$ cat src/rtl/addsub_pkg.sv
// Shared constants and FSM encoding for the nibble-serial adder/subtractor.
package addsub_pkg;

   localparam int unsigned DefaultWidth = 16;
   localparam int unsigned SliceW       = 4;

   typedef enum logic [1:0] {
      StIdle = 2'd0,
      StBusy = 2'd1,
      StDone = 2'd2
   } state_e;

endpackage

$ cat src/rtl/adder4_slice.sv
// Combinational 4-bit adder slice; also exposes the carry into its MSB.
module adder4_slice
   import addsub_pkg::*;
(
   input  logic [SliceW-1:0] a,
   input  logic [SliceW-1:0] b,
   input  logic              cin,
   output logic [SliceW-1:0] sum,
   output logic              cout,
   output logic              c3
);

   logic [SliceW-1:0] low;
   logic [1:0]        high;

   // Split at the MSB so the carry into it is available for overflow detection.
   assign low  = {1'b0, a[SliceW-2:0]} + {1'b0, b[SliceW-2:0]} + {{(SliceW-1){1'b0}}, cin};
   assign c3   = low[SliceW-1];
   assign high = {1'b0, a[SliceW-1]} + {1'b0, b[SliceW-1]} + {1'b0, c3};
   assign sum  = {high[0], low[SliceW-2:0]};
   assign cout = high[1];

endmodule

$ cat src/rtl/nibble_serial_addsub.sv
// Nibble-serial two's-complement adder/subtractor with valid/ready handshakes.
module nibble_serial_addsub
   import addsub_pkg::*;
#(
   parameter int unsigned WIDTH = DefaultWidth
) (
   input  logic             clk,
   input  logic             rst_n,
   input  logic             in_valid,
   output logic             in_ready,
   input  logic [WIDTH-1:0] a,
   input  logic [WIDTH-1:0] b,
   input  logic             mode,
   output logic             out_valid,
   input  logic             out_ready,
   output logic [WIDTH-1:0] sum,
   output logic             carry_out,
   output logic             overflow
);

   localparam int unsigned     NumSlices = WIDTH / SliceW;
   localparam int unsigned     CntW      = (NumSlices > 1) ? $clog2(NumSlices) : 1;
   localparam logic [CntW-1:0] LastCnt   = CntW'(NumSlices - 1);

   state_e            state_q, state_d;
   logic              live_q;
   logic [WIDTH-1:0]  a_q, b_q, sum_q;
   logic [CntW-1:0]   cnt_q;
   logic              carry_q, carry_out_q, overflow_q;
   logic              accept, slice_last;
   logic [SliceW-1:0] slice_a, slice_b, slice_sum;
   logic              slice_cout, slice_c3;

   // live_q keeps in_ready low while reset is held and sets on the first edge after release.
   assign accept     = (state_q == StIdle) && live_q && in_valid;
   assign slice_last = (cnt_q == LastCnt);
   assign slice_a    = a_q[cnt_q*SliceW +: SliceW];
   assign slice_b    = b_q[cnt_q*SliceW +: SliceW];

   adder4_slice u_slice (
      .a    (slice_a),
      .b    (slice_b),
      .cin  (carry_q),
      .sum  (slice_sum),
      .cout (slice_cout),
      .c3   (slice_c3)
   );

   always_ff @(posedge clk or negedge rst_n) begin
      if (!rst_n) begin
         state_q <= StIdle;
         live_q  <= 1'b0;
      end else begin
         state_q <= state_d;
         live_q  <= 1'b1;
      end
   end

   always_comb begin
      state_d = state_q;
      unique case (state_q)
         StIdle:  if (accept) state_d = StBusy;
         StBusy:  if (slice_last) state_d = StDone;
         StDone:  if (out_ready) state_d = StIdle;
         default: state_d = StIdle;
      endcase
   end

   always_ff @(posedge clk or negedge rst_n) begin
      if (!rst_n) begin
         a_q         <= '0;
         b_q         <= '0;
         sum_q       <= '0;
         cnt_q       <= '0;
         carry_q     <= 1'b0;
         carry_out_q <= 1'b0;
         overflow_q  <= 1'b0;
      end else if (accept) begin
         // Subtraction is a + ~b + 1: invert b here and seed the carry with mode.
         a_q     <= a;
         b_q     <= b ^ {WIDTH{mode}};
         carry_q <= mode;
         cnt_q   <= '0;
      end else if (state_q == StBusy) begin
         sum_q[cnt_q*SliceW +: SliceW] <= slice_sum;
         carry_q                       <= slice_cout;
         cnt_q                         <= cnt_q + CntW'(1);
         if (slice_last) begin
            carry_out_q <= slice_cout;
            overflow_q  <= slice_cout ^ slice_c3;
         end
      end
   end

   assign in_ready  = (state_q == StIdle) && live_q;
   assign out_valid = (state_q == StDone);
   assign sum       = sum_q;
   assign carry_out = carry_out_q;
   assign overflow  = overflow_q;

endmodule
$ cat config.mk
export PLATFORM = sky130hd
export DESIGN_NAME = nibble_serial_addsub
export DESIGN_NICKNAME = d
export VERILOG_FILES = /design/src/rtl/addsub_pkg.sv /design/src/rtl/adder4_slice.sv /design/src/rtl/nibble_serial_addsub.sv
export SDC_FILE = /design/constraint.sdc
export NUM_CORES = 1
export LEC_CHECK = 0
export BUFFER_PORTS_ARGS = -buffer_cell sky130_fd_sc_hd__buf_4
export CAP_MARGIN = 20
export CORE_MARGIN = 2
export CORE_UTILIZATION = 61
export CTS_BUF_LIST = sky130_fd_sc_hd__clkbuf_8
export DETAILED_ROUTE_END_ITERATION = 10
export GPL_TIMING_DRIVEN = 0
export PLACE_DENSITY = 0.88
export SLEW_MARGIN = 15
export SYNTH_ARGS = -nofsm -noshare
export SYNTH_HDL_FRONTEND = slang
export SYNTH_HIERARCHICAL = 1
export SYNTH_SLANG_ARGS = --single-unit
$ cat constraint.sdc
create_clock -name clk -period 5.86 [get_ports clk]
set_input_delay 0 -clock clk [delete_from_list [all_inputs] [get_ports clk]]
set_output_delay 0 -clock clk [all_outputs]
set_load 0.05 [all_outputs]
==> Word-level counts from Yosys, hierarchy flattened <==
Index checks and enable logic that the tools add are counted.
{ "classes": {"n_reduce_logical": 7, "bitwise_logic": 3, "div_mod_pow": 0, "order_cmp": 0, "mux": 9, "shift": 4, "add_sub_neg": 6, "n_eq_ne": 6, "multipliers": 0} }
{ "op_table": {"columns": ["operator", "n"], "rows": [
  ["$neg A4 Y34", 1],
  ["$shift A4 B34 Y16 const A", 1],
  ["$shiftx A4 B34 Y16", 1],
  ["$shiftx A16 B5 Y4", 2],
  ["$bwmux W16", 1],
  ["$xor A16 B16 Y16", 1],
  ["$mux W2", 5],
  ["$pmux W2 S3", 1],
  ["$reduce_and A3 Y1", 2],
  ["$add A3 B3 Y4", 1],
  ["$add A4 B1 Y4", 1],
  ["$eq A2 B2 Y1 const B", 2],
  ["$ne A2 B2 Y1 const B", 2],
  ["$add A1 B1 Y2", 1],
  ["$add A2 B1 Y2", 1],
  ["$add A2 B1 Y2 const B", 1],
  ["$eq A2 B1 Y1 const B", 1],
  ["$logic_and A1 B1 Y1", 2],
  ["$logic_not A2 Y1", 1],
  ["$mux W1", 2],
  ["$ne A2 B1 Y1 const B", 1],
  ["$reduce_and A2 Y1", 1],
  ["$reduce_bool A2 Y1", 1],
  ["$not A1 Y1", 1],
  ["$xor A1 B1 Y1", 1]
]} }
{ "totals": {"ff_bits": 56, "mem_bits_rw": 0, "n_memories": 0, "input_bits": 37, "mem_bits_ro": 0, "latch_bits": 0, "word_cells": 44, "output_inout_bits": 20} }

==> Logic depth before layout (Yosys ltp) <==
{ "depth": {"depth_word": 6, "depth_mapped": 9, "depth_no_buf": 8} }

==> By module <==
Netlist, hierarchy kept.
{ "modules_own_cells": {"columns": ["module", "seq_area_each_um2", "instances", "area_each_um2", "cells_each"], "rows": [
  ["nibble_serial_addsub", 1401.3, 1, 2547.4, 190],
  ["adder4_slice", 0.0, 1, 156.4, 21]
]} }

==> Worst setup path after synthesis <==
OpenSTA, ideal clock, no wires.
{ "synth_path": {"kind": "register to register", "startpoint": "reg cnt_q[0]", "endpoint": "reg sum_q[7], in the netlist sum[7]", "n_path_buf": 1, "slack_ns": 3.285, "arrival_ns": 2.454, "stages_incl_launch_ff": 9, "setup_time_ns": 0.121, "t_required_ns": 5.739, "period_less_slack_ns": 2.575, "cell_sequence": "dfrtp_1 buf_2 mux4_2 ha_1 nand2_1 o21a_1 fa_1 inv_1 a22o_1"} }
{ "synth_via": {"elab_chain_cells": 6, "elab_cells_between_ends": 10, "cone_classes": "add/sub (5); shift (4); mux (1)"} }
{ "synth_lines": {"columns": ["element", "line", "text"], "rows": [
  ["start, declared", "nibble_serial_addsub.sv:28", "logic [CntW-1:0] cnt_q;"],
  ["start signal, assigned", "nibble_serial_addsub.sv:87", "cnt_q <= cnt_q + CntW'(1);"],
  ["$shiftx A16 B5 Y4", "nibble_serial_addsub.sv:37", "assign slice_a = a_q[cnt_q*SliceW +: SliceW];"],
  ["named net slice_a[2]", "nibble_serial_addsub.sv:31", "logic [SliceW-1:0] slice_a, slice_b, slice_sum;"],
  ["$add A3 B3 Y4", "adder4_slice.sv:17", "assign low = {1'b0, a[SliceW-2:0]} + {1'b0, b[SliceW-2:0]} + {{(SliceW-1){1'b0}}, cin};"],
  ["$add A4 B1 Y4", "adder4_slice.sv:17", null],
  ["$add A2 B1 Y2", "adder4_slice.sv:19", "assign high = {1'b0, a[SliceW-1]} + {1'b0, b[SliceW-1]} + {1'b0, c3};"],
  ["named net slice_sum[3]", "nibble_serial_addsub.sv:31", null],
  ["$shiftx A4 B34 Y16", "nibble_serial_addsub.sv:85", "sum_q[cnt_q*SliceW +: SliceW] <= slice_sum;"],
  ["$bwmux W16", "nibble_serial_addsub.sv:85", null],
  ["end signal, assigned by index", "nibble_serial_addsub.sv:85", null],
  ["end, declared", "nibble_serial_addsub.sv:27", "logic [WIDTH-1:0] a_q, b_q, sum_q;"]
]} }
The timed path passes the listed nets, and every way through them passes these cells.
A chain may end at the register's enable or synchronous reset.

==> Worst setup path in the final report <==
{ "layout_path": {"startpoint": "reg cnt_q[0]", "endpoint": "reg sum_q[3], in the netlist sum[3]"} }
Same word-level chain as after synthesis.

==> impl_results.md <==
* M1 WL at ~2400 um
* Number of global-route vias before repair at between 2000 and 2500
* CP max FO at 10
* Worst skew pair latency at approximately 0.31 ns
* Hold WC Path Type: primary input to register
* Synth cell count leaders: dfrtp_1 (56), xnor2_1 (19), nor2_1 (18)
* Clock power frac at 10.6%
* Power share of the sequential group at between 30% and 40%
* Top routing layer in use: met4
* Worst path top cell family by delay: adder cells
* # fillers at ~240
* Initial antenna violation count at 0
* Top-area cell type share of the netlist area at about half
* Top cells by area, synth: dfrtp_1 (52%), mux4_2 (6.7%), xnor2_1 (6.2%), a22o_1 (5.2%), mux2_1 (5.0%)
* HPWL after DPL at around 3700 um
* Hold depth at 3
* Top Ports at 57
* CTS tree: done
* Crit Path Class: register to register
* Worst setup path start: cnt_q[0]
* Async SR Flop Fraction at 100.0%
* FP Rows at 24
* Data arrival, critical path at approximately 3.1 ns
* Buf/Inv on CP at 2
* Antenna Cells at 0
* Static Leak at approximately 0.0017 uW
* WL/cell at about 17 um
* Area share of fa/ha/maj cells after synthesis at around 5.5%
* Final-report max-slew violation count at 0
* # nets final at ~350
* Worst VDD drop at 0.3038 mV
* Syn Inst Count at about 210
* DRT antenna net count at 0
* Die H at ~71 um
* Combinational Power Share at 57.5%
* Number of setup violations in the final report at 0
* Drc violations at 0
* Yosys reg bits at 56
* Endpoints failing hold at 1
* Largest family of logic cells by synthesized area: multiplexers
* Via count at 1973
* Post-route cell area at 3602 um^2
* Failing checks: hold timing
* GRT Total Usage at between 20% and 30%
* EDFF count, synth at 0
* Clk buf depth at 2
* CTS root buf: clkbuf_8
* Clock sinks at 56
* Starting density of the core at between 60% and 70%
* Final hold slack at -0.004960 ns
* Worst-path clk slew at 0.10 ns
* Worst Setup End Kind: register
* Slew margin rel. at around 54%
* DP Area at about 3200 um^2
* CP cell instances: buf_2 -> mux4_2 -> ha_1 -> nand2_1 -> o21a_1 -> fa_1 -> inv_1 -> a22o_1
* Worst Tran Pin Value at ~0.7 ns
* Simple-Gate Fraction of Synth Area at 7.034%
* First-pass GRT wire length at just over 10000 um
* Hold Crit Start: b[3]
* Period utilization at 49.69%
* WL met3 at between 300 and 400 um
* Crit path time final at 2.912 ns
* Outcome: complete, but fails checks
* 1st-pass router iterations at 4
* Layout cells sized above 1 at ~28%
* Ys Warns at 6
* Synth Area in XOR/XNOR at between 6 and 7%
* FMAX at roughly 340 MHz
* Worst r2r src: cnt_q[0]
* Routability congestion estimate from global placement at 0.7825
* Die W at 70.58 um
* Reg area at between 1000 and 1500 um^2
* Post-Syn Nets at between 200 and 300
* Power Density at around 570 nW/um^2
* Synth Area in Compound Gates at under 10%
* Core footprint at approximately 4300 um^2
* CP max stage cell: mux4_2
* CP max stage delay at 0.58 ns
* Mux contribution to synthesized area at between 10% and 20%
* Vias per inst at 5.496
* Cts repair resizes at 0
* Sw Ratio at between 40% and 50%
* Crit path depth at 8
* Area of the multi-input gates at ~1200 um^2
* Psw at around 930 uW
* Num CTS Buffers at 5
* Clock skew at between 0.01 and 0.015 ns
* Worst Path Required at slightly above 6 ns
* Port bufs at 55
* Cell with the most instances after synthesis: dfrtp_1
* Post-synth top flop: dfrtp_1
* Distinct cell type count after synthesis at 29
* Drt first-iter violations at 133
* Startpoint types: register
* Area delta synth->final at 33.23%
* Sequential share of the synthesized area at about half
* DRT Wirelength at approximately 6100 um
* Yosys top cell by area: dfrtp_1
* H-tree Lvls at 2
* Pint at roughly 1100 uW
* Max-cap violations at 0
* Syn_area_per_cell at 12.81 um^2
* Fin Setup TNS at 0 ns
* Post-Syn Area at around 2700 um^2
* Largest net degree at the start of global routing at 57
* Remaining Overflow, GRT at 0
* Die area at between 4000 and 5000 um^2
* Met2 wire length at between 3000 and 4000 um
* RSZ-0062 raised after global routing: no
* R2R depth at 8
-- logic make-up after synthesis --
group                    Yosys count
adder cells (fa/ha/maj)           10
flip-flops                        56
multiplexers                      27
buffers and inverters             25
XOR/XNOR                          19
AND/OR/NAND/NOR                   34
other                              1
AO/OA/AOI/OAI                     39
-- final cells by class --
cell class	instances	share of cell area [%]
Buffer	11	2.501
Sequential cell	56	38.90
Clock buffer	6	2.292
Clock inverter	2	0.2084
Tap cell	52	1.806
Inverter	14	1.459
Timing Repair Buffer	88	20.63
Multi-Input combinational cell	130	32.20
-- stage by stage --
step	power (uW)	worst slack (ns)	util [%]	instances
6_report	2048	2.948	83.30	359
3_3_place_gp	1734	3.071	73.58	318
2_1_floorplan	1475	3.285	-	211
4_1_cts	2020	2.954	83.30	359
5_1_grt	2176	2.827	83.30	359
3_5_place_dp	1781	3.029	73.58	318
-- layout by cell type (no fill, tap or decap), types with 2 or more instances in the layout --
| cell type | count |
|---|---|
| dlygate4sd3_1 | 33 |
| inv_1 | 16 |
| nand2b_1 | 3 |
| buf_6 | 3 |
| fa_1 | 3 |
| buf_2 | 3 |
| dfrtp_1 | 56 |
| nor4_2 | 2 |
| mux2_1 | 12 |
| nor2_1 | 18 |
| mux4_2 | 8 |
| a22o_1 | 16 |
| mux2_2 | 5 |
| xnor2_1 | 19 |
| o21ai_0 | 4 |
| mux2i_1 | 2 |
| nand2_1 | 3 |
| clkbuf_8 | 6 |
| buf_4 | 58 |
| nand3b_1 | 4 |
| a21oi_1 | 17 |
| ha_1 | 7 |
-- metal layers --
layer / track usage (%) / vias up
li1: - / 919
met1: 31.25 / 977
met2: 48.43 / 67
met3: 3.989 / 10
met4: 9.224 / 0
met5: 0 / -
-- registers in the layout, summed over array words and instances, names as in the netlist --
name       cells
a_q           16
sum           16
overflow       1
state_q        2
carry_out      1
carry_q        1
cnt_q          2
b_q           16
live_q         1
-- tightest hold or removal path, cell delays in order --
cell and delay, ns:
buf_4 0.08, xnor2_1 0.11, a21oi_1 0.07
-- final timing paths --
path | end | slack (ns)
min reg2reg | a_q[11] | 0.50
max reg2reg | sum[3] | 2.95
max in group asynchronous | b_q[12] | 5.13
max | sum[3] | 2.95
min | b_q[3] | -0.005
min in group asynchronous | a_q[4] | 0.27
-- power by group through the flow --
stage               logic (uW)  registers (uW)  clock network [uW]
global placement          1090             645                   0
CTS                       1160             645                 217
global route              1270             673                 234
detailed placement        1130             652                   0
finish                    1180             653                 216
floorplan                  703             772                   0
-- repair_timing --
item / in CTS / in global routing
hold buffers: 33 / 0
hold endpoints to repair: 88 / 0
endpoints found under the setup margin: 0 / 0
setup buffers: 0 / 0
Note: power is estimated with default switching activity, not from simulation.
